<file path="src/rtl/str_sampler_if.sv">
// ---------------------------------------------------------------------------
// str_sampler_if
// Output stream of the self-timed-ring sampler: packed random words with a
// valid/ready handshake plus the sticky overrun flag.
//   data     packed random word, meaningful only while valid=1
//   valid    data holds an unconsumed word
//   ready    consumer takes data on a rising edge where valid=1 and ready=1
//   overrun  sticky: at least one completed word has been discarded
// master = producer (str_sampler), slave = consumer.
// ---------------------------------------------------------------------------
interface str_sampler_if #(
    parameter int OUT_W = 8
);
    logic [OUT_W-1:0] data;
    logic             valid;
    logic             ready;
    logic             overrun;

    modport master (
        output data,
        output valid,
        output overrun,
        input  ready
    );

    modport slave (
        input  data,
        input  valid,
        input  overrun,
        output ready
    );
endinterface

</file>
<file path="src/rtl/str_sampler.sv">
// ---------------------------------------------------------------------------
// str_sampler
// Samples the stage vector of a self-timed ring, folds it to one raw bit per
// clock (XOR of all stages), optionally debiases with a von Neumann corrector
// and packs the resulting bits MSB-first into OUT_W-bit words.
//
// Ports
//   clk   sampling clock, all state updates on its rising edge
//   rst   asynchronous active-high reset
//   s     ring stage outputs (asynchronous to clk)
//   en    sampling enable, pipelined alongside s
//   bus   output stream (data / valid / ready / overrun), master side
//
// Pipeline (s sampled at edge N):
//   N   : r_sync1      N+1 : r_sync2      N+2 : r_raw_q / raw_vld
//   N+3 : r_deb_*      N+4 : packer, and data/valid when a word completes
//
// Corrector states
//   state      | meaning
//   IDLE       | no raw bit held; next valid raw bit becomes the pair's first
//   HAVE_FIRST | first bit of a pair held in r_first, waiting for the second
// ---------------------------------------------------------------------------
module str_sampler #(
    parameter int LEN   = 8,
    parameter int OUT_W = 8,
    parameter int VN_EN = 1
) (
    input  logic           clk,
    input  logic           rst,
    input  logic [LEN-1:0] s,
    input  logic           en,
    str_sampler_if.master  bus
);

    localparam int CNT_W = $clog2(OUT_W);

    typedef enum logic {
        IDLE       = 1'b0,
        HAVE_FIRST = 1'b1
    } vn_state_t;

    // -----------------------------------------------------------------------
    // Synchronizer, raw bit and enable pipeline
    // -----------------------------------------------------------------------
    logic [LEN-1:0] r_sync1;
    logic [LEN-1:0] r_sync2;
    logic           r_raw_q;
    logic [2:0]     r_en_pipe;
    logic           w_raw_vld;

    // Plain two-flop synchronizer per stage bit, nothing between the flops.
    always_ff @(posedge clk or posedge rst) begin
        if (rst) begin
            r_sync1 <= '0;
            r_sync2 <= '0;
        end else begin
            r_sync1 <= s;
            r_sync2 <= r_sync1;
        end
    end

    // en runs through three flops so raw_vld lines up with raw_q.
    always_ff @(posedge clk or posedge rst) begin
        if (rst) begin
            r_raw_q   <= 1'b0;
            r_en_pipe <= '0;
        end else begin
            r_raw_q   <= ^r_sync2;
            r_en_pipe <= {r_en_pipe[1:0], en};
        end
    end

    assign w_raw_vld = r_en_pipe[2];

    // -----------------------------------------------------------------------
    // von Neumann corrector
    // -----------------------------------------------------------------------
    vn_state_t r_state;
    vn_state_t w_state_nxt;
    logic      r_first;
    logic      w_first_nxt;
    logic      w_deb_vld;
    logic      w_deb_bit;

    always_ff @(posedge clk or posedge rst) begin
        if (rst) begin
            r_state <= IDLE;
            r_first <= 1'b0;
        end else begin
            r_state <= w_state_nxt;
            r_first <= w_first_nxt;
        end
    end

    always_comb begin
        w_state_nxt = r_state;
        w_first_nxt = r_first;
        w_deb_vld   = 1'b0;
        w_deb_bit   = 1'b0;

        if (VN_EN == 0) begin
            // Bypass: every valid raw bit is a debiased bit.
            w_state_nxt = IDLE;
            w_first_nxt = 1'b0;
            w_deb_vld   = w_raw_vld;
            w_deb_bit   = r_raw_q;
        end else if (!w_raw_vld) begin
            // A gap breaks pairing; a half-collected pair is dropped.
            w_state_nxt = IDLE;
            w_first_nxt = 1'b0;
        end else begin
            case (r_state)
                IDLE: begin
                    w_first_nxt = r_raw_q;
                    w_state_nxt = HAVE_FIRST;
                end
                HAVE_FIRST: begin
                    if (r_raw_q != r_first) begin
                        w_deb_vld = 1'b1;
                        w_deb_bit = r_first;
                    end
                    w_first_nxt = 1'b0;
                    w_state_nxt = IDLE;
                end
                default: begin
                    w_state_nxt = IDLE;
                    w_first_nxt = 1'b0;
                end
            endcase
        end
    end

    // Registering the corrector output keeps the s-to-bit latency at a fixed
    // three cycles regardless of VN_EN.
    logic r_deb_vld;
    logic r_deb_bit;

    always_ff @(posedge clk or posedge rst) begin
        if (rst) begin
            r_deb_vld <= 1'b0;
            r_deb_bit <= 1'b0;
        end else begin
            r_deb_vld <= w_deb_vld;
            r_deb_bit <= w_deb_bit;
        end
    end

    // -----------------------------------------------------------------------
    // Packer and output handshake
    // -----------------------------------------------------------------------
    logic [OUT_W-1:0] r_shift;
    logic [CNT_W-1:0] r_cnt;
    logic [OUT_W-1:0] w_word;
    logic             w_word_done;
    logic             w_load;

    logic [OUT_W-1:0] r_data;
    logic             r_valid;
    logic             r_overrun;

    // First bit of a word is shifted furthest and ends in the MSB.
    assign w_word      = {r_shift[OUT_W-2:0], r_deb_bit};
    assign w_word_done = r_deb_vld && (r_cnt == CNT_W'(OUT_W - 1));
    assign w_load      = w_word_done && (!r_valid || bus.ready);

    // en has no effect here: a partial word simply waits for more bits.
    always_ff @(posedge clk or posedge rst) begin
        if (rst) begin
            r_shift <= '0;
            r_cnt   <= '0;
        end else if (r_deb_vld) begin
            if (w_word_done) begin
                r_shift <= '0;
                r_cnt   <= '0;
            end else begin
                r_shift <= w_word;
                r_cnt   <= r_cnt + CNT_W'(1);
            end
        end
    end

    // A completed word either replaces the held word (slot free or being
    // consumed this edge) or is dropped and flagged; data never changes
    // while a word is waiting on ready.
    always_ff @(posedge clk or posedge rst) begin
        if (rst) begin
            r_data    <= '0;
            r_valid   <= 1'b0;
            r_overrun <= 1'b0;
        end else if (w_load) begin
            r_data  <= w_word;
            r_valid <= 1'b1;
        end else if (w_word_done) begin
            r_overrun <= 1'b1;
        end else if (r_valid && bus.ready) begin
            r_valid <= 1'b0;
        end
    end

    assign bus.data    = r_data;
    assign bus.valid   = r_valid;
    assign bus.overrun = r_overrun;

endmodule
</file>
<file path="src/flat_wrapper.sv">
// flat-port wrapper written by rule: the top's interface ports become plain ports
module str_sampler_flat 
#(
    parameter int LEN   = 8,
    parameter int OUT_W = 8,
    parameter int VN_EN = 1
)
  (clk, rst, s, en, bus_data, bus_valid, bus_overrun, bus_ready);
  str_sampler_if #(.OUT_W(OUT_W)) bus_i ();
  input  logic clk;
  input  logic rst;
  input  logic [LEN-1:0] s;
  input  logic en;
  output wire logic [$bits(bus_i.data)-1:0] bus_data;
  output wire logic [$bits(bus_i.valid)-1:0] bus_valid;
  output wire logic [$bits(bus_i.overrun)-1:0] bus_overrun;
  input wire logic [$bits(bus_i.ready)-1:0] bus_ready;
  assign bus_data = bus_i.data;
  assign bus_valid = bus_i.valid;
  assign bus_overrun = bus_i.overrun;
  assign bus_i.ready = bus_ready;
  str_sampler #(.LEN(LEN), .OUT_W(OUT_W), .VN_EN(VN_EN)) u_core (.clk(clk), .rst(rst), .s(s), .en(en), .bus(bus_i));
endmodule
</file>
<file path="config.mk">
export PLATFORM = sky130hd
export DESIGN_NAME = str_sampler_flat
export DESIGN_NICKNAME = d
export VERILOG_FILES = /design/src/rtl/str_sampler_if.sv /design/src/rtl/str_sampler.sv /design/src/flat_wrapper.sv
export SDC_FILE = /design/constraint.sdc
export NUM_CORES = 1
export LEC_CHECK = 0
export ABC_AREA = 1
export CORE_MARGIN = 4
export CORE_UTILIZATION = 53
export DETAILED_ROUTE_END_ITERATION = 8
export PLACE_DENSITY_LB_ADDON = 0.3
export SYNTH_ARGS = -nofsm -noshare
export SYNTH_HDL_FRONTEND = slang
export SYNTH_SLANG_ARGS = --single-unit
</file>
<file path="constraint.sdc">
create_clock -name clk -period 2 [get_ports clk]
set_clock_uncertainty 0.2 [all_clocks]
set_input_delay 0.4 -clock clk [delete_from_list [all_inputs] [get_ports clk]]
set_output_delay 0.4 -clock clk [all_outputs]
set_load 0.02 [all_outputs]
</file>
==> run_results.csv <==
group,metric,value,unit
status,status,"complete, no violations",
placed_design,portBuffers,21,
route,num_vias,1042,
cts,clk_path_buf_depth,2,
global_routing,antenna_found_initial,0,
setup_path,cp_num_buf_inv,1,
yosys,synth_cells,153,
timing,timing.final.ws_setup,0.0446,ns
route,drtPass1Iterations,4,
setup_path,r2r_setup_slack,0.27,ns
yosys,syn_avg_cell_area,10.8,um^2
placed_design,dp_slack,0.210,ns
finish,nets,195,
route,first_iter_violations,24,
finish,area_delta_synth_final,19.9,%
pwr,p_leak,1.01,nW
floorplanning,rows,19,
route,wl_per_cell,11.7,um
route,drc_errors,0,
placed_design,dp_hpwl,1790,um
timing,fin_crit,1.96,ns
setup_path,worst_r2r_path_depth,4,
setup_path,cp_max_fo,2,
cts,cts_num_sinks,44,
timing,relSlewSlack,0.704,
setup_path,end_kind,"output port",
cts,cts_buffers,5,
route,postRouteAntennaNets,0,
timing,hold_viol,0,
cts,clk_latency,0.36,ns
route,routed_via_density,4.92,
yosys,synth_fp_nets,168,
pwr,power.density,831,nW/um^2
floorplanning,pin_count,22,
pwr,p_total,1.64,mW
floorplanning,die_y,63.7,um
finish,n_antenna_cell,0,
hold_path,min_from,"u_core.r_sync1[3]",
cts,h-tree-depth,2,
hold_path,hold-path-endpoint,"u_core.r_sync2[3]",
global_routing,grt_pass1_vias,1074,
yosys,syn-cell-area,1650,um^2
timing,timing.final.crit_share,0.978,
setup_path,reg2reg_from,"u_core.r_cnt[0]",
route,routed_wirelength,2490,um
cts,cts_tree,"done",
floorplanning,dieArea,4060,um^2
setup_path,critPathKind,"reg2out",
floorplanning,coreArea,2850,um^2
yosys,yosysSeqAreaShare,0.669,
setup_path,crit_cells,1,
global_routing,grt_use_total,0.147,
timing,setup_viol_count_final,0,
setup_path,cp_top_family,"buffers and inverters",
pwr,irDropWorstVdd,0.458,mV
timing,setup-tns-final,0,ns
hold_path,whs_path_depth,0,
global_routing,grt_pass1_wl,4460,um
placed_design,gp_congestion,0.747,
timing,rsz0062_at_grt,"false",
setup_path,worstReg2RegEnd,"u_core.r_shift[6]",
timing,fmax,511,MHz
finish,drive_gt1_frac,0.105,
cts,root_buffer,"clkbuf_4",
global_routing,grt_overflow,0,
cts,hold_buffers,0,
yosys,ys_ff_latch,44,
timing,worstMarginPinSlew,0.444,ns
floorplanning,die_x,63.7,um
setup_path,crit_path_top_delay_cell,"clkdlybuf4s50_1",
timing,maxSlewViolCount,0,
floorplanning,start_util,0.577,
hold_path,hold_path_class,"reg2reg",
finish,final_util,0.692,
setup_path,max_stage_delay,0.61,ns
setup_path,crit_required,1.40,ns
setup_path,path_cells,"clkdlybuf4s50_1",
flow_run,maxCapViolCount,0,
yosys,ys_warn_count,0,
global_routing,grt_max_degree,45,
cts,path_clk_slew,0.13,ns
yosys,synth_cell_types,16,
setup_path,start_kind,"register",
setup_path,worstPathArrival,1.36,ns
==> registers in the layout, indices dropped and copies added (netlist names) <==
| signal | cells |
|---|---|
| u_core.r_first | 1 |
| u_core.r_shift | 7 |
| u_core.bus.data | 8 |
| u_core.r_sync1 | 8 |
| u_core.r_sync2 | 8 |
| u_core.r_state | 1 |
| u_core.r_deb_bit | 1 |
| u_core.r_cnt | 3 |
| u_core.bus.valid | 1 |
| u_core.r_en_pipe | 3 |
| u_core.r_raw_q | 1 |
| u_core.r_deb_vld | 1 |
| u_core.bus.overrun | 1 |
==> worst max path at each step <==
stage	from	endpoint	slack, ns
after floorplan	rst	u_core.bus.data[0]	0.37
after global routing	u_core.bus.data[4]	bus_data[4]	0.003
after CTS	u_core.bus.data[5]	bus_data[5]	0.04
after detailed placement	bus_ready	u_core.bus.data[5]	0.21
final	u_core.bus.data[5]	bus_data[5]	0.04
after global placement	bus_ready	u_core.bus.data[5]	0.26
==> cells in the mapped netlist <==
cell type | instances | area [um^2]
ha_1 | 3 | 37.5
buf_4 | 1 | 7.51
or2_1 | 1 | 6.26
nand3_2 | 1 | 10.0
inv_2 | 1 | 3.75
o21ai_1 | 8 | 40.0
nor3_1 | 1 | 5.00
o21bai_1 | 1 | 7.51
o21ai_0 | 1 | 5.00
o21ai_2 | 1 | 8.76
nor2_1 | 3 | 11.3
nand2_1 | 58 | 218
inv_1 | 20 | 75.1
dfrtp_1 | 44 | 1100
buf_6 | 2 | 22.5
o22ai_2 | 7 | 87.6
==> metrics by stage <==
stage                     hold slack (ns)  std cells  cell area [um^2]
after floorplan                     0.131        153              1650
after global placement              0.134        204              1890
after detailed placement            0.135        204              1890
after CTS                           0.160        212              1970
after global routing                0.168        212              1970
final                               0.158        212              1970
==> worst register-to-register path: stages, from the launching register on <==
cell and delay (ns):
dfrtp_1 0.44, ha_1 0.22, ha_1 0.23, or2_1 0.41, o22ai_2 0.16
==> layer usage <==
metal / track usage / part of all wire
met2: 0.249 / 0.50
met1: 0.160 / 0.43
met3: 0.0438 / 0.035
met5: 0 / 0
met4: 0.0970 / 0.031
==> report_power, final <==
part	internal [mW]	switching, mW
clock	0.262	0.266
combinational	0.0643	0.0761
sequential	0.939	0.0343
total	1.27	0.376
==> area by class of cell <==
| class | count | area (um^2) |
|---|---|---|
| fillers | 224 | 878 |
| clock buffers | 6 | 41.3 |
| well taps | 31 | 38.8 |
| inverters | 21 | 78.8 |
| clock inverters | 2 | 35.0 |
| flip-flops and latches | 44 | 1100 |
| repair buffers | 23 | 243 |
| multi-input cells | 85 | 437 |
==> timing repair <==
item | 4_1_cts | 5_1_grt
setup endpoints to repair | 0 | 2
buffers inserted | 0 | 0
resized for setup | 0 | 2
endpoints found under the hold margin | 0 | 0
==> kinds of logic (layout without fill, tap and decap cells) <==
group / Yosys count / count (layout) / share of synthesized area
AO/OA/AOI/OAI: 18 / 18 / 0.0904
adder cells (fa/ha/maj): 3 / 3 / 0.0228
buffers and inverters: 24 / 52 / 0.0661
flip-flops: 44 / 44 / 0.669
AND/OR/NAND/NOR: 64 / 64 / 0.152
==> layout by cell type, fill, tap and decap left out, types with 2 or more instances in the layout <==
cell type	count
nor2_1	3
clkdlybuf4s50_1	19
dlymetal6s2s_1	2
o21ai_1	8
dfrtp_1	44
clkbuf_4	5
o22ai_2	7
inv_1	20
ha_1	3
nand2_1	58
No activity file was read; power rests on OpenSTA's default activity.
